[src/rtl/switch_ingress_buffer.sv]
// Store-and-forward ingress buffer: only complete packets reach the switch port; overflowing or restarted packets are dropped whole.
// Optional drop counter port and logic enabled by defining SWITCH_INGRESS_DROP_CNT_EN.
module switch_ingress_buffer #(
    parameter int DATA_W = 8,
    parameter int DEPTH  = 64
) (
    input  logic                     clk,
    input  logic                     rst,
    input  logic                     wrValid,
    input  logic [DATA_W-1:0]        wrData,
    input  logic                     wrSop,
    input  logic                     wrEop,
    input  logic                     stall,
    output logic [DATA_W-1:0]        outData,
    output logic                     outSop,
    output logic                     outEop,
    output logic                     outValid,
    output logic [$clog2(DEPTH):0]   pktCount
`ifdef SWITCH_INGRESS_DROP_CNT_EN
    ,
    output logic [15:0]              dropCount
`endif
);

    localparam int AW = $clog2(DEPTH);
    localparam int PW = AW + 1;

    typedef enum logic [1:0] {W_IDLE, W_WRITE, W_DISCARD} wr_state_t;
    typedef enum logic       {R_IDLE, R_SEND} rd_state_t;

    wr_state_t          wr_state, wr_state_next;
    rd_state_t          rd_state, rd_state_next;
    logic [PW-1:0]      wr_ptr, wr_ptr_next, commit_ptr, commit_ptr_next, rd_ptr;
    logic [PW-1:0]      wr_addr;
    logic               mem_we, commit, drop, full;
    logic               load, go_idle, eop_done;
    logic [DATA_W+1:0]  mem [DEPTH];
    logic [DATA_W+1:0]  head;

    assign full = (wr_ptr - rd_ptr) == PW'(DEPTH);
    assign head = mem[rd_ptr[AW-1:0]];

    // Write side: decide where (and whether) the incoming word lands.
    always_comb begin
        // NOTE: every always_comb output gets a default first so no latch is inferred.
        wr_state_next   = wr_state;
        wr_ptr_next     = wr_ptr;
        commit_ptr_next = commit_ptr;
        wr_addr         = wr_ptr;
        mem_we          = 1'b0;
        commit          = 1'b0;
        drop            = 1'b0;
        if (wrValid) begin
            if (full) begin
                wr_ptr_next   = commit_ptr;
                drop          = wrSop || (wr_state == W_WRITE);
                wr_state_next = wrEop ? W_IDLE : W_DISCARD;
            end else begin
                case (wr_state)
                    W_WRITE: begin
                        mem_we = 1'b1;
                        if (wrSop) begin
                            wr_addr = commit_ptr;
                            drop    = 1'b1;
                        end
                        commit        = wrEop;
                        wr_state_next = wrEop ? W_IDLE : W_WRITE;
                    end
                    default: begin
                        if (wrSop) begin
                            mem_we        = 1'b1;
                            commit        = wrEop;
                            wr_state_next = wrEop ? W_IDLE : W_WRITE;
                        end else if (wrEop) begin
                            wr_state_next = W_IDLE;
                        end
                    end
                endcase
                if (mem_we) wr_ptr_next = wr_addr + PW'(1);
                if (commit) commit_ptr_next = wr_addr + PW'(1);
            end
        end
    end

    // NOTE: storage array has no reset; only committed entries are ever read.
    always_ff @(posedge clk) begin
        if (mem_we) mem[wr_addr[AW-1:0]] <= {wrSop, wrEop, wrData};
    end

    // NOTE: sequential state uses non-blocking assignments only.
    always_ff @(posedge clk or posedge rst) begin
        if (rst) begin
            wr_state   <= W_IDLE;
            wr_ptr     <= '0;
            commit_ptr <= '0;
        end else begin
            wr_state   <= wr_state_next;
            wr_ptr     <= wr_ptr_next;
            commit_ptr <= commit_ptr_next;
        end
    end

    // Read side: only packets already counted are loaded, so a word is never read on its write edge.
    always_comb begin
        rd_state_next = rd_state;
        load          = 1'b0;
        go_idle       = 1'b0;
        eop_done      = 1'b0;
        case (rd_state)
            R_IDLE: begin
                if (pktCount != '0) begin
                    load          = 1'b1;
                    rd_state_next = R_SEND;
                end
            end
            default: begin
                if (outValid && !stall) begin
                    if (outEop) begin
                        eop_done = 1'b1;
                        if (pktCount > PW'(1)) begin
                            load = 1'b1;
                        end else begin
                            go_idle       = 1'b1;
                            rd_state_next = R_IDLE;
                        end
                    end else begin
                        load = 1'b1;
                    end
                end
            end
        endcase
    end

    always_ff @(posedge clk or posedge rst) begin
        if (rst) begin
            rd_state <= R_IDLE;
            rd_ptr   <= '0;
            outData  <= '0;
            outSop   <= 1'b0;
            outEop   <= 1'b0;
            outValid <= 1'b0;
            pktCount <= '0;
        end else begin
            rd_state <= rd_state_next;
            if (load) begin
                {outSop, outEop, outData} <= head;
                outValid <= 1'b1;
                rd_ptr   <= rd_ptr + PW'(1);
            end else if (go_idle) begin
                outData  <= '0;
                outSop   <= 1'b0;
                outEop   <= 1'b0;
                outValid <= 1'b0;
            end
            case ({commit, eop_done})
                2'b10:   pktCount <= pktCount + PW'(1);
                2'b01:   pktCount <= pktCount - PW'(1);
                default: pktCount <= pktCount;
            endcase
        end
    end

`ifdef SWITCH_INGRESS_DROP_CNT_EN
    always_ff @(posedge clk or posedge rst) begin
        if (rst) begin
            dropCount <= '0;
        end else if (drop && dropCount != 16'hFFFF) begin
            dropCount <= dropCount + 16'd1;
        end
    end
`else
    logic unused_drop;
    assign unused_drop = drop;
`endif

endmodule
[config.mk]
export PLATFORM = sky130hd
export DESIGN_NAME = switch_ingress_buffer
export DESIGN_NICKNAME = d
export VERILOG_FILES = /design/src/rtl/switch_ingress_buffer.sv
export SDC_FILE = /design/constraint.sdc
export NUM_CORES = 1
export LEC_CHECK = 0
export ABC_AREA = 1
export CAP_MARGIN = 20
export CORE_ASPECT_RATIO = 2
export CORE_MARGIN = 2
export CORE_UTILIZATION = 63
export CTS_CLUSTER_DIAMETER = 200
export DETAILED_ROUTE_END_ITERATION = 7
export HOLD_SLACK_MARGIN = 0.03
export PLACE_DENSITY = 0.78
export SLEW_MARGIN = 20
export SYNTH_ARGS = -nofsm -noshare
export SYNTH_HDL_FRONTEND = slang
export SYNTH_SLANG_ARGS = --single-unit
[constraint.sdc]
create_clock -name clk -period 4.6 [get_ports clk]
set_clock_uncertainty 0.2 [all_clocks]
set_input_delay 0.46 -clock clk [delete_from_list [all_inputs] [get_ports clk]]
set_output_delay 0.46 -clock clk [all_outputs]
set_load 0.005 [all_outputs]
# After elaboration in Yosys (flattened, before gate mapping)
# Memories as Yosys holds them, arrays and structs flattened.
# Index checks and enable logic that the tools add are counted.
[classes]
reduce_logical = 10
order_cmp = 1
bitwise = 1
n_mux = 49
eq_ne = 4
add_sub_neg = 5
[ops]
columns = ["cell", "count"]
rows = [
  ["$mux W7", 6],
  ["$mux W1", 33],
  ["$add A7 B1 Y7 const B", 3],
  ["$mux W8", 2],
  ["$pmux W7 S2", 1],
  ["$mux W6", 2],
  ["$mux W2", 5],
  ["$eq A7 B7 Y1 const B", 1],
  ["$gt A7 B1 Y1 const B", 1],
  ["$reduce_bool A7 Y1", 1],
  ["$sub A7 B1 Y7 const B", 1],
  ["$sub A7 B7 Y7", 1],
  ["$reduce_bool A2 Y1", 3],
  ["$eq A2 B1 Y1 const B", 2],
  ["$reduce_and A2 Y1", 2],
  ["$reduce_bool A4 Y1", 1],
  ["$reduce_and A3 Y1", 1],
  ["$eq A2 B2 Y1 const B", 1],
  ["$logic_and A1 B1 Y1", 1],
  ["$logic_not A1 Y1", 1],
  ["$not A1 Y1", 1],
]
[word_totals]
in_bits = 14
elab_cells = 81
register_bits = 42
memories = 1
ram_bits = 640
[mem_list]
columns = ["memory", "words", "word_bits", "rd", "rd_ports_with_merged_regs", "wr", "line", "source"]
rows = [
  ["mem", 64, 10, 1, 0, 1, "37", "logic [DATA_W+1:0] mem [DEPTH];"],
]

# Depth between registers and ports, before layout
[logic_depth]
depth_word = 8
depth_mapped = 23

# Least setup slack after synthesis
# No wires, ideal clock.
[synth_path]
path_kind = "reg-to-reg"
from = "reg rd_ptr[2]"
to = "mem mem[0][0] (netlist name), enable pin"
arrival_ns = 2.907
n_path_buf = 4
slack_ns = 1.117
path_stages_with_launch = 18
cell_sequence = "dfrtp_1 clkbuf_1 inv_1 buf_2 buf_1 ha_1 nand2_1 nor2_1 nand2_1 nand3_1 nand2_1 nand2_2 nand2_4 nand2_4 buf_12 o21ai_2 nand3_2 nor2_1"
[synth_between]
elab_chain_cells = 6
elab_cells_between_ends = 8
[synth_rtl]
columns = ["item", "line", "source"]
rows = [
  ["from (decl)", "33", "logic [PW-1:0] wr_ptr, wr_ptr_next, commit_ptr, commit_ptr_next, rd_ptr;"],
  ["from (signal assigned)", "148", "rd_ptr <= rd_ptr + PW'(1);"],
  ["$sub A7 B7 Y7 (*)", "40", "assign full = (wr_ptr - rd_ptr) == PW'(DEPTH);"],
  ["$eq A7 B7 Y1 (*)", "40", ""],
  ["$mux W1", "54", "if (full) begin"],
  ["$mux W1", "53", "if (wrValid) begin"],
  ["$mux W1", "87", "if (mem_we) mem[wr_addr[AW-1:0]] <= {wrSop, wrEop, wrData};"],
  ["$mux W1 (not written as such)", "87", ""],
  ["to (decl)", "37", ""],
]
# Every way passes the cells marked *; elsewhere a longest branch is shown, timed or not.

# Worst setup path after layout
[layout_path]
from = "reg rd_ptr[4]"
to = "mem mem[22][1] (netlist name), enable pin"
# The elaborated chain is that of the path after synthesis.

==> results.md <==
- Starting DRT DRC Count: 2503
- Net count, final: 2479
- Clk root buf: clkbuf_16
- Final setup violation count: 0
- Worst Max-Slew Pin Slew: 1.04 ns
- Kind of end point of the critical path: flip-flop
- Worst path arrival time: 4.30 ns
- Cell area after synthesis: 28700 sq um
- Global-route wire length before repair: 118000 microns
- Residual DRC count: 0
- RePlAce Congestion: 1.04
- HP Class: input port to flip-flop
- Largest net degree at the start of global routing: 163
- Number of global-route vias before repair: 19200
- Post-Synth Simple-Gate Area: 0.180
- Core Util, Final: 0.691
- Synthesized area per cell: 11.6 sq um
- Post-CTS Repair Setup Buffers: 0
- DP Wirelength: 49800 microns
- Fraction of synthesized cell area in xor and xnor cells: 0.00488
- Post-Route Setup TNS: 0 ns
- Antenna violation net count after detailed routing: 0
- I/O Buffers: 31
- Layout area overhead: 8.31%
- Area leader, netlist: edfxtp_1
- Tmin final: 4.28 ns
- Max H-tree Level: 2
- Sink Count: 682
- Multiplexer share of the synthesized area: 0
- GRT Resource Usage Total: 0.344
- Fill cells: 3121
- Core area: 45000 sq um
- Unique masters post-synth: 46
- CTS tree: done
- Slew HR: 0.305
- Footprint of the multi-input gates: 7510 sq um
- Yosys top cell area share: 0.669
- CP Launch Type: flip-flop
- Initial antenna violation count: 1
- Flop2flop setup slack: 0.32 ns
- Initial DRT Pass Iterations: 6
- Leakage: 11.1 nW
- Tot Pwr: 19.1 mW
- Number of synthesized flops with an enable pin: 640
- Power per cell area: 615 nW/um^2
- Yosys reg bits: 682
- Final cycle utilization of the critical path: 0.930
- Share of layout cells above drive strength 1: 0.0881
- Rows: 110
- Routed WL: 80500 microns
- Fmax: 234 MHz
- Die area: 47400 sq um
- Top post-synthesis cells by area: edfxtp_1 (67%), nand2_1 (9.1%), nand3_1 (4.1%)
- Synth top cells by count: nand2_1 (693), edfxtp_1 (640), nand3_1 (234)
- Met3 usage: 0.0502
- Clock Path Buffers: 3
- Grt ovf: 0
- Post-cts sizing count: 0
- Max VDD drop: 0.000751 V
- Sequential share of the synthesized area: 0.706
- Crit-path max FO: 20
- Endpoints failing hold: 0
- Status: finished, final reports clean
- Vias/cell: 6.39
- Critical path type: flip-flop to flip-flop
- Ys flop type: edfxtp_1
- GRT busiest layer: met2
- Overall via count from detail_route: 19500
- Adder-cell share of the synthesized area: 0.00523
- Mapped Nets: 2493
- Clk_lat worst skew: 0.62 ns
- Die height: 306 microns
- Post-synth ARST share: 0.0616
- Clock slew at reported path FFs: 0.08 ns
- Die X: 155 microns
- Reg area: 20300 sq um
- # Max-Cap Violations: 0
- RSZ-0062 raised after global routing: no
- Diodes inserted: 0
- Cts bufs inserted: 53
- I/O pin count: 32
- Met2 GRT Util: 0.584
- YS warnings: 0
- Syn Inst Count: 2467
- WL per Instance: 26.4 microns
- Pins Over Slew Limit: 0
- Met1 Resource Use GR: 0.387
- CP Data Required Time: 4.63 ns
- Initial cell density of the core: 0.638
- Largest family of logic cells by synthesized area: simple AND/OR/NAND/NOR gates
- Compound-cell area share of the yosys netlist: 0.0710
- Most frequent cell after synthesis: nand2_1
- Hold-fix buffers, CTS: 0
## critical path, cell delays in order (launching register included)
cell and delay, ns:
dfrtp_1 0.67, inv_1 0.18, ha_1 0.36, nor2_1 0.15, nor2_1 0.07, nor2_2 0.13, nand3_2 0.10, nor2_4 0.16
nand2_4 0.18, nand2_4 0.26, nand2_1 0.14, nand2_4 0.19, nand4_4 0.32, nor2_1 0.76
## logic make-up after synthesis
logic type / count (synthesis)
adders and majority gates: 12
AOI/OAI and AO/OA: 360
DFF: 682
buffers and inverters: 210
xor gates and xnor gates: 16
and+or+nand+nor: 1187
## area by class of cell
type,count,share of cell area
clock inverter,36,0.00986
inverter,72,0.00950
timing repair buffer,69,0.0194
sequential,682,0.652
clock buffer,62,0.0451
tap,560,0.0225
multi-input combinational,1575,0.241
## routing by layer
layer | wire length [microns] | vias to the layer above | part of all wire
li1 | - | 8631 | -
met1 | 25400 | 9276 | 0.31
met2 | 40100 | 1274 | 0.50
met3 | 7500 | 346 | 0.093
met4 | 7620 | 0 | 0.095
met5 | 0 | - | 0
## metrics by stage
step	std cells	worst slack, ns	hold WS (ns)	area, sq um
finish	3056	0.323	0.0899	31100
global route	3056	0.124	0.0830	31100
CTS	3056	0.399	0.0720	31100
detailed placement	2958	0.423	0.270	29400
global placement	2958	0.544	0.269	29400
floorplan	2467	1.12	0.263	28700
## worst paths after layout
path | from | to | cells past startpoint
min in group asynchronous | rst | rd_ptr[4] | 2
worst max register to register | rd_ptr[4] | mem[22][1] | 13
max in group asynchronous | rst | rd_ptr[0] | 2
worst min register to register | outData[2] | outData[2] | 2
worst max-delay path | rd_ptr[4] | mem[22][1] | 13
worst min-delay path | wrData[2] | mem[2][2] | 1
## sequential cells by signal, indices dropped and copies added (netlist names)
name	flops
wr_ptr	7
rd_state	1
outEop	1
outValid	1
pktCount	7
outSop	1
mem	640
wr_state	2
outData	8
rd_ptr	7
commit_ptr	7
## report_power, final
part           internal, mW  switching [mW]
registers              7.04           0.209
logic                  1.95            5.35
clock network          2.42            2.16
## cells in the final DEF, fill, tap and decap left out, types with 8 or more instances in the layout
| master | count |
|---|---|
| a21oi_1 | 190 |
| nor3_1 | 21 |
| or2_2 | 24 |
| edfxtp_1 | 640 |
| xor2_1 | 14 |
| nand3_2 | 10 |
| nor2_1 | 165 |
| nand2_1 | 693 |
| clkbuf_16 | 55 |
| o21ai_2 | 9 |
| nand2_4 | 8 |
| clkdlybuf4s50_1 | 21 |
| nand3_1 | 234 |
| nand2_2 | 12 |
| nand4_4 | 8 |
| buf_4 | 43 |
| inv_1 | 63 |
| o22ai_1 | 9 |
| clkinv_1 | 12 |
| a22oi_1 | 23 |
| o21ai_0 | 91 |
| a32o_1 | 10 |
| dfrtp_1 | 39 |
| ha_1 | 12 |
No activity file was read; power rests on OpenSTA's default activity.
